$ cat src/rtl/elevator_pkg.sv
// Shared constants and types for the elevator call panel.
// Optional feature macro used by the top level: ELEVATOR_CALL_CANCEL_EN.
package elevator_pkg;

  localparam int NUM_FLOORS      = 5;
  localparam int FLOOR_W         = 3;
  localparam int DEBOUNCE_CYCLES = 4;
  localparam int CNT_W           = 3;
  localparam int CANCEL_CYCLES   = 16;

  // Per-floor call state: IDLE (no call registered) or PENDING (lamp lit).
  typedef enum logic {
    CALL_IDLE    = 1'b0,
    CALL_PENDING = 1'b1
  } call_state_t;

endpackage

$ cat src/rtl/button_debounce.sv
// One mechanical button: 2-flop synchroniser, stability counter, and
// rising-edge detect on the debounced level.
// The level flips on the edge after the counter has reached DEBOUNCE_CYCLES,
// and press is a combinational one-cycle strobe on the following cycle, so a
// raw level sampled at edge k shows up as press during the cycle after edge
// k+DEBOUNCE_CYCLES+2.
module button_debounce #(
  parameter int DEBOUNCE_CYCLES = 4
) (
  input  logic clk,
  input  logic reset,
  input  logic raw_i,
  output logic level_o,
  output logic press_o
);

  localparam int CW = $clog2(DEBOUNCE_CYCLES + 1);

  logic          sync1_q, sync2_q;
  logic          level_q, level_d;
  logic          prev_q;
  logic [CW-1:0] cnt_q, cnt_d;

  // Synchroniser, debounce state and edge-detect history.
  always_ff @(posedge clk) begin
    if (reset) begin
      sync1_q <= 1'b0;
      sync2_q <= 1'b0;
      level_q <= 1'b0;
      prev_q  <= 1'b0;
      cnt_q   <= '0;
    end else begin
      sync1_q <= raw_i;
      sync2_q <= sync1_q;
      level_q <= level_d;
      prev_q  <= level_q;
      cnt_q   <= cnt_d;
    end
  end

  // Count consecutive cycles of disagreement; any agreement restarts the count.
  always_comb begin
    cnt_d   = cnt_q;
    level_d = level_q;
    if (sync2_q == level_q) begin
      cnt_d = '0;
    end else if (cnt_q == CW'(DEBOUNCE_CYCLES)) begin
      level_d = sync2_q;
      cnt_d   = '0;
    end else begin
      cnt_d = cnt_q + 1'b1;
    end
  end

  assign level_o = level_q;
  assign press_o = level_q & ~prev_q;

endmodule

$ cat src/rtl/elevator_call_panel.sv
// Elevator call panel: debounces per-floor call buttons, pulses a request
// toward the controller for each new call and keeps the call lamp lit until
// the car opens its door at that floor.
// Optional feature: define ELEVATOR_CALL_CANCEL_EN to let a long hold of a
// pending floor's button cancel the call (adds CANCEL_CYCLES and `cancel`).
//
// Handshake: `buttons` is a fire-and-forget valid strobe, one cycle per
// accepted call; there is no ready, the controller must sample every cycle.
module elevator_call_panel
  import elevator_pkg::*;
#(
  parameter int NUM_FLOORS      = elevator_pkg::NUM_FLOORS,
  parameter int FLOOR_W         = elevator_pkg::FLOOR_W,
  parameter int DEBOUNCE_CYCLES = elevator_pkg::DEBOUNCE_CYCLES,
`ifdef ELEVATOR_CALL_CANCEL_EN
  parameter int CANCEL_CYCLES   = elevator_pkg::CANCEL_CYCLES,
`endif
  parameter int CNT_W           = elevator_pkg::CNT_W
) (
  input  logic                  clk,
  input  logic                  reset,
  input  logic [NUM_FLOORS-1:0] raw_buttons,
  input  logic [FLOOR_W-1:0]    current_floor,
  input  logic                  door_open,
`ifdef ELEVATOR_CALL_CANCEL_EN
  output logic [NUM_FLOORS-1:0] cancel,
`endif
  output logic [NUM_FLOORS-1:0] buttons,
  output logic [NUM_FLOORS-1:0] lamps,
  output logic [CNT_W-1:0]      pending_count
);

  logic [NUM_FLOORS-1:0] level;
  logic [NUM_FLOORS-1:0] press;
  logic [NUM_FLOORS-1:0] service;

  call_state_t           state_q [NUM_FLOORS];
  call_state_t           state_d [NUM_FLOORS];
  logic [NUM_FLOORS-1:0] buttons_q, buttons_d;

  // One debouncer per floor button.
  for (genvar g = 0; g < NUM_FLOORS; g++) begin : g_deb
    button_debounce #(
      .DEBOUNCE_CYCLES(DEBOUNCE_CYCLES)
    ) u_deb (
      .clk     (clk),
      .reset   (reset),
      .raw_i   (raw_buttons[g]),
      .level_o (level[g]),
      .press_o (press[g])
    );
  end

  // A floor is serviced while the door is open there; out-of-range floors
  // never match any index.
  always_comb begin
    service = '0;
    for (int f = 0; f < NUM_FLOORS; f++) begin
      service[f] = door_open && (current_floor == FLOOR_W'(f));
    end
  end

`ifdef ELEVATOR_CALL_CANCEL_EN
  localparam int HW = $clog2(CANCEL_CYCLES + 1);

  logic [HW-1:0]         hold_cnt_q [NUM_FLOORS];
  logic [HW-1:0]         hold_cnt_d [NUM_FLOORS];
  logic [NUM_FLOORS-1:0] hold_blk_q, hold_blk_d;
  logic [NUM_FLOORS-1:0] cancel_q, cancel_d;

  // Hold-to-cancel bookkeeping.
  always_ff @(posedge clk) begin
    if (reset) begin
      for (int f = 0; f < NUM_FLOORS; f++) hold_cnt_q[f] <= '0;
      hold_blk_q <= '0;
      cancel_q   <= '0;
    end else begin
      for (int f = 0; f < NUM_FLOORS; f++) hold_cnt_q[f] <= hold_cnt_d[f];
      hold_blk_q <= hold_blk_d;
      cancel_q   <= cancel_d;
    end
  end

  assign cancel = cancel_q;
`endif

  // Per-floor call FSM state and the registered request strobe.
  always_ff @(posedge clk) begin
    if (reset) begin
      for (int f = 0; f < NUM_FLOORS; f++) state_q[f] <= CALL_IDLE;
      buttons_q <= '0;
    end else begin
      for (int f = 0; f < NUM_FLOORS; f++) state_q[f] <= state_d[f];
      buttons_q <= buttons_d;
    end
  end

  // Next state: service always wins (the car is already there), a press in
  // IDLE registers a call and pulses the request, a press in PENDING is a no-op.
  always_comb begin
    buttons_d = '0;
    for (int f = 0; f < NUM_FLOORS; f++) state_d[f] = state_q[f];
`ifdef ELEVATOR_CALL_CANCEL_EN
    cancel_d   = '0;
    hold_blk_d = hold_blk_q;
    for (int f = 0; f < NUM_FLOORS; f++) hold_cnt_d[f] = '0;
`endif
    for (int f = 0; f < NUM_FLOORS; f++) begin
      if (service[f]) begin
        state_d[f] = CALL_IDLE;
      end else begin
        case (state_q[f])
          CALL_IDLE: begin
            if (press[f]) begin
              state_d[f]   = CALL_PENDING;
              buttons_d[f] = 1'b1;
            end
          end
          CALL_PENDING: begin
`ifdef ELEVATOR_CALL_CANCEL_EN
            // Only one cancel per hold: the block clears once released.
            if (level[f] && !hold_blk_q[f]) begin
              if (hold_cnt_q[f] == HW'(CANCEL_CYCLES - 1)) begin
                state_d[f]    = CALL_IDLE;
                cancel_d[f]   = 1'b1;
                hold_blk_d[f] = 1'b1;
              end else begin
                hold_cnt_d[f] = hold_cnt_q[f] + 1'b1;
              end
            end
`endif
          end
          default: state_d[f] = CALL_IDLE;
        endcase
      end
`ifdef ELEVATOR_CALL_CANCEL_EN
      if (!level[f]) hold_blk_d[f] = 1'b0;
`endif
    end
  end

  // Lamps mirror the registered PENDING state; the count follows them directly.
  always_comb begin
    lamps         = '0;
    pending_count = '0;
    for (int f = 0; f < NUM_FLOORS; f++) begin
      lamps[f]      = (state_q[f] == CALL_PENDING);
      pending_count = pending_count + CNT_W'(lamps[f]);
    end
  end

  assign buttons = buttons_q;

`ifndef ELEVATOR_CALL_CANCEL_EN
  // Debounced level is only needed for hold-to-cancel.
  logic unused_level;
  assign unused_level = ^level;
`endif

endmodule

$ cat config.mk
export PLATFORM = sky130hd
export DESIGN_NAME = elevator_call_panel
export DESIGN_NICKNAME = d
export VERILOG_FILES = /design/src/rtl/elevator_pkg.sv /design/src/rtl/button_debounce.sv /design/src/rtl/elevator_call_panel.sv
export SDC_FILE = /design/constraint.sdc
export NUM_CORES = 1
export LEC_CHECK = 0
export CELL_PAD_IN_SITES_DETAIL_PLACEMENT = 0
export CELL_PAD_IN_SITES_GLOBAL_PLACEMENT = 1
export CORE_MARGIN = 10
export CORE_UTILIZATION = 39
export CTS_CLUSTER_DIAMETER = 150
export DETAILED_ROUTE_END_ITERATION = 8
export GPL_ROUTABILITY_DRIVEN = 1
export HOLD_SLACK_MARGIN = 0.08
export PLACE_DENSITY_LB_ADDON = 0.1
export REMOVE_ABC_BUFFERS = 1
export SKIP_CTS_REPAIR_TIMING = 1
export SLEW_MARGIN = 20
export SYNTH_ARGS = -nofsm -noshare
export SYNTH_HDL_FRONTEND = slang
export SYNTH_HIERARCHICAL = 1
export SYNTH_SLANG_ARGS = --single-unit
$ cat constraint.sdc
create_clock -name clk -period 1.65 [get_ports clk]
set_input_delay 0.165 -clock clk [delete_from_list [all_inputs] [get_ports clk]]
set_output_delay 0.165 -clock clk [all_outputs]
set_load 0.02 [all_outputs]
After elaboration in Yosys (flattened, before gate mapping)
Memory sizes are Yosys's and may differ from the RTL's.
Index checks and enable logic that the tools add are counted.
{ "totals": {"out_inout_bits": 13, "wordCells": 118, "ram_bits": 5, "n_memories": 1, "input_bits": 11, "register_bits": 40} }
{ "mem_list": {"columns": ["memory", "depth", "word_bits", "rd", "rd_ports_with_merged_regs", "write_ports", "line", "rtl"], "rows": [
  ["state_q", 5, 1, 5, 0, 5, "elevator_call_panel.sv:37", "call_state_t state_q [NUM_FLOORS];"]
]} }
{ "classes": {"muxes": 23, "bitwise_logic": 20, "add_sub_neg": 9, "n_eq_ne": 14, "reduce_logical": 21} }
{ "ops": {"columns": ["op", "count"], "rows": [
  ["$reduce_or A3 Y1", 10],
  ["$mux W1", 23],
  ["$eq A3 B3 Y1 const B", 6],
  ["$add A3 B1 Y3 const B", 5],
  ["$not A1 Y1", 10],
  ["$reduce_and A2 Y1", 5],
  ["$add A3 B1 Y3", 2],
  ["$eq A3 B2 Y1 const B", 2],
  ["$and A1 B1 Y1", 5],
  ["$eq A1 B1 Y1", 5],
  ["$logic_and A1 B1 Y1", 5],
  ["$or A1 B1 Y1", 5],
  ["$add A2 B1 Y3", 1],
  ["$eq A3 B1 Y1 const B", 1],
  ["$logic_not A3 Y1", 1],
  ["$add A1 B1 Y2", 1]
]} }

Depth between registers and ports, before layout
{ "depth": {"word_depth": 6, "ltp_mapped": 4, "depth_no_buf": 4} }

Modules after synthesis
Netlist, hierarchy kept.
{ "by_module_without_submodules": {"columns": ["module", "n_inst", "area_per_inst_um2", "seq_area_each_um2", "cells_each"], "rows": [
  ["button_debounce", 5, 282.8, 140.1, 25],
  ["elevator_call_panel", 1, 426.7, 200.2, 34]
]} }

Worst setup path before layout
Ideal clock, no wire load.
{ "synth_timing": {"path_kind": "register to output", "start": "memory state_q[0][1] (netlist bit)", "end": "output port pending_count[1]", "path_stages_with_launch": 4, "slack_ns": -0.227, "path_buffers": 0, "arrival_ns": 1.712, "required_time_ns": 1.485, "path_cell_list": "dfxtp_1 > fa_1 > fa_1 > ha_1"} }
{ "synth_lines": {"columns": ["element", "line", "rtl"], "rows": [
  ["from (decl)", "elevator_call_panel.sv:37", null],
  ["to (decl)", "elevator_call_panel.sv:30", "output logic [CNT_W-1:0] pending_count"]
]} }

==> results_tabular.tex <==
\begin{tabular}{lr}
\hline
Metric & Value \\
\hline
\multicolumn{2}{l}{\textbf{Worst setup path}} \\
\quad Maximum fanout along the worst path & 2 \\
\quad Worst path required time & 1.48 ns \\
\quad R2r startpoint & g\_deb[0].u\_deb/cnt\_q[0] \\
\quad Critical Path Source Type & flip-flop \\
\quad Worst Path Class, Setup & reg -> out \\
\quad CP arrival & 1.87 ns \\
\quad Register-to-register path setup slack & 0.27 ns \\
\quad Crit. End Element & primary output \\
\quad Endpoint of the worst register-to-register path & g\_deb[0].u\_deb/cnt\_q[2] \\
\quad Number of cells traversed by the worst register-to-register path & 4 \\
\quad Timing startpoint of the critical path & state\_q[0][3] \\
\quad Worst Setup EP & pending\_count[1] \\
\multicolumn{2}{l}{\textbf{STA}} \\
\quad Relative slew slack & 72.3\% \\
\quad RSZ-0062 raised after global routing & true \\
\quad Max-slew violation count & 0 \\
\quad FMAX & 0.491 GHz \\
\quad Min Hold Slack & 0.285 ns \\
\quad Final Cycle Share & 124\% \\
\quad Slew of the pin with the lowest slew margin & 0.412 ns \\
\quad Final worst path period need & 2.04 ns \\
\quad Worst-case clock skew & 0.00596 ns \\
\quad Total setup violations reported at the end of the flow & 3 \\
\quad Final Hold Violating Endpoints & 0 \\
\quad Least setup slack across all paths after layout & -0.388 ns \\
\multicolumn{2}{l}{\textbf{Finish}} \\
\quad Layout cell share with drive strength beyond 1 & 20.0\% \\
\quad Non-Filler Cell Area, Final & 2290 µm² \\
\quad Area growth, synth to finish & 24.2\% \\
\quad Post-layout nets & 218 \\
\quad Layout filler cell count & 420 \\
\quad Post-layout utilization of the core & 51.1\% \\
\quad Number of non-filler instances in the completed layout & 247 \\
\quad Diodes inserted & 0 \\
\multicolumn{2}{l}{\textbf{Status}} \\
\quad Violated checks & negative setup slack \\
\quad Result of the run & finished with violations \\
\multicolumn{2}{l}{\textbf{Place}} \\
\quad Weighted congestion at the end of routability-driven global placement & 0.754 \\
\quad Cell Count Post-Placement & 239 \\
\quad Count of buffers inserted at the top-level ports & 23 \\
\quad Placed inst area & 2180 µm² \\
\quad DP Wirelength & 2510 µm \\
\multicolumn{2}{l}{\textbf{Route}} \\
\quad Post-detailed-route DRC marker count & 0 \\
\quad Number of vias in the routed layout & 1230 \\
\quad Iter 0 DRT Violations & 55 \\
\quad First-pass iteration count of the detailed router & 4 \\
\quad Residual antenna-violating net count after detailed routing & 0 \\
\quad Total wirelength of the detailed-routed design & 3280 µm \\
\quad Routed wire per std cell & 13.3 µm \\
\quad Via density & 4.98 \\
\multicolumn{2}{l}{\textbf{Global routing}} \\
\quad Antenna violations before repair & 0 \\
\quad First-pass GRT wire length & 5470 µm \\
\quad Via count of the first global-routing pass & 1258 \\
\quad Sum of overflow across all layers after global routing & 0 \\
\quad Pin count of the biggest net entering global routing & 30 \\
\quad Total GRT Usage & 8.57\% \\
\multicolumn{2}{l}{\textbf{CTS}} \\
\quad TritonCTS clock tree & built \\
\quad Clk Tree Root Cell & clkbuf\_8 \\
\quad Clock Latency Late Sink & 0.28 ns \\
\quad Num Clock Sinks & 45 \\
\quad Clock transition at the registers of the reported paths & 0.08 ns \\
\quad Clock H-tree levels & 2 \\
\quad Cts bufs inserted & 5 \\
\quad Number of buffers on the longest clock path & 2 \\
\multicolumn{2}{l}{\textbf{Hold path}} \\
\quad Kind of path behind the tightest hold check & in -> reg \\
\multicolumn{2}{l}{\textbf{Floorplanning}} \\
\quad DIE HEIGHT & 88.7 µm \\
\quad Die Footprint & 7870 µm² \\
\quad Core Footprint & 4470 µm² \\
\quad Site Rows & 24 \\
\quad Initial Util & 41.1\% \\
\quad Num ports & 24 \\
\quad Die width & 88.7 µm \\
\multicolumn{2}{l}{\textbf{Synth}} \\
\quad Flip-flop and latch count after synthesis & 45 \\
\quad Distinct cell type count of the synthesized netlist & 21 \\
\quad Part of the Yosys area used for sequential elements & 48.9\% \\
\quad Yosys warns & 6 \\
\quad Synthesized instance count & 159 \\
\quad Mean post-synth cell area & 11.6 µm² \\
\quad Summed instance area of the synthesized netlist & 1840 µm² \\
\multicolumn{2}{l}{\textbf{Pwr}} \\
\quad Maximum vdd drop & 0.401 mV \\
\quad Static Leakage & 0.815 nW \\
\quad Power density cells & 799 nW/µm² \\
\multicolumn{2}{l}{\textbf{Flow run}} \\
\quad Max Cap Violations & 0 \\
\hline
\end{tabular}
-- power by group --
group	internal (mW)	switching (mW)	total, mW
registers	1.10	0.00795	1.11
logic	0.0449	0.0460	0.0909
clock network	0.294	0.335	0.628
total	1.44	0.389	1.83
-- area by class of cell --
cell class | instances | area [µm²] | share of cell area (%)
multi-input cells | 98 | 893 | 39.1
flip-flops and latches | 45 | 902 | 39.5
clock buffers | 6 | 72.6 | 3.17
repair buffers | 29 | 287 | 12.5
inverters | 15 | 56.3 | 2.46
well taps | 52 | 65.1 | 2.85
clock inverters | 2 | 10.0 | 0.438
-- flip-flops by register name (all words and copies together), names as in the netlist --
register	cells
g_deb.u_deb/cnt_q	15
g_deb.u_deb/sync2_q	5
buttons	5
state_q	5
g_deb.u_deb/level_o	5
g_deb.u_deb/sync1_q	5
g_deb.u_deb/prev_q	5
-- layout by cell type, fill, tap and decap left out, types with 10 or more instances in the layout --
master | Yosys | layout
inv_1 | 15 | 15
clkdlybuf4s50_1 | 0 | 19
ha_1 | 11 | 10
dfxtp_1 | 45 | 44
nor2b_1 | 20 | 20
-- synth_stat cells --
cell type,instances,area [µm²]
nand3_1,5,25.0
and4b_1,1,10.0
xnor2_1,5,43.8
fa_1,2,40.0
inv_1,15,56.3
and4bb_1,3,37.5
buf_2,1,5.00
a211oi_2,5,62.6
nor3_1,5,25.0
a21oi_1,5,25.0
nor2_1,5,18.8
a2111oi_2,5,75.1
nor2b_1,20,125
nor4b_1,2,17.5
or3b_1,5,43.8
a21bo_2,5,50.1
ha_1,11,138
nor4b_2,4,60.1
dfxtp_1,45,901
nand2b_1,5,31.3
a2111oi_1,5,50.1
-- critical path, cell delays in order, from the launching register on --
cell	delay (ns)
dfxtp_2	0.34
fa_1	0.50
fa_2	0.37
ha_4	0.28
buf_6	0.11
-- per-stage QoR --
stage	total power, mW	setup TNS, ns	worst slack (ns)
floorplan	1.17	-0.418	-0.227
global placement	1.22	-1.36	-0.565
detailed placement	1.23	-1.45	-0.594
CTS	1.85	-2.41	-0.917
global route	1.91	-1.12	-0.441
finish	1.83	-0.972	-0.388
-- worst min-delay path by stage --
| stage | end | cells after the start | start |
|---|---|---|---|
| after global placement | g_deb[0].u_deb/sync2_q | 1 | g_deb[0].u_deb/sync1_q |
| after detailed placement | g_deb[4].u_deb/sync2_q | 1 | g_deb[4].u_deb/sync1_q |
| after CTS | g_deb[4].u_deb/sync1_q | 2 | reset |
| final | g_deb[4].u_deb/sync1_q | 2 | reset |
| after floorplan | g_deb[0].u_deb/cnt_q[0] | 1 | reset |
| after global routing | g_deb[1].u_deb/prev_q | 2 | reset |
-- layer usage --
metal / track usage, % / wire [µm] / up-vias
li1: - / - / 629
met5: 0 / 0 / -
met2: 14.1 / 1480 / 24
met3: 3.22 / 230 / 2
met4: 2.50 / 20 / 0
met1: 10.2 / 1550 / 575
-- cell families after synthesis --
| kind of cell | count (synthesis) | share of synthesized area, % |
|---|---|---|
| buf+inv | 16 | 3.33 |
| compound gates | 25 | 14.3 |
| xor+xnor | 5 | 2.38 |
| flops | 45 | 48.9 |
| fa+ha+maj | 13 | 9.65 |
| simple gates | 55 | 21.4 |
No activity file was read; power rests on OpenSTA's default activity.
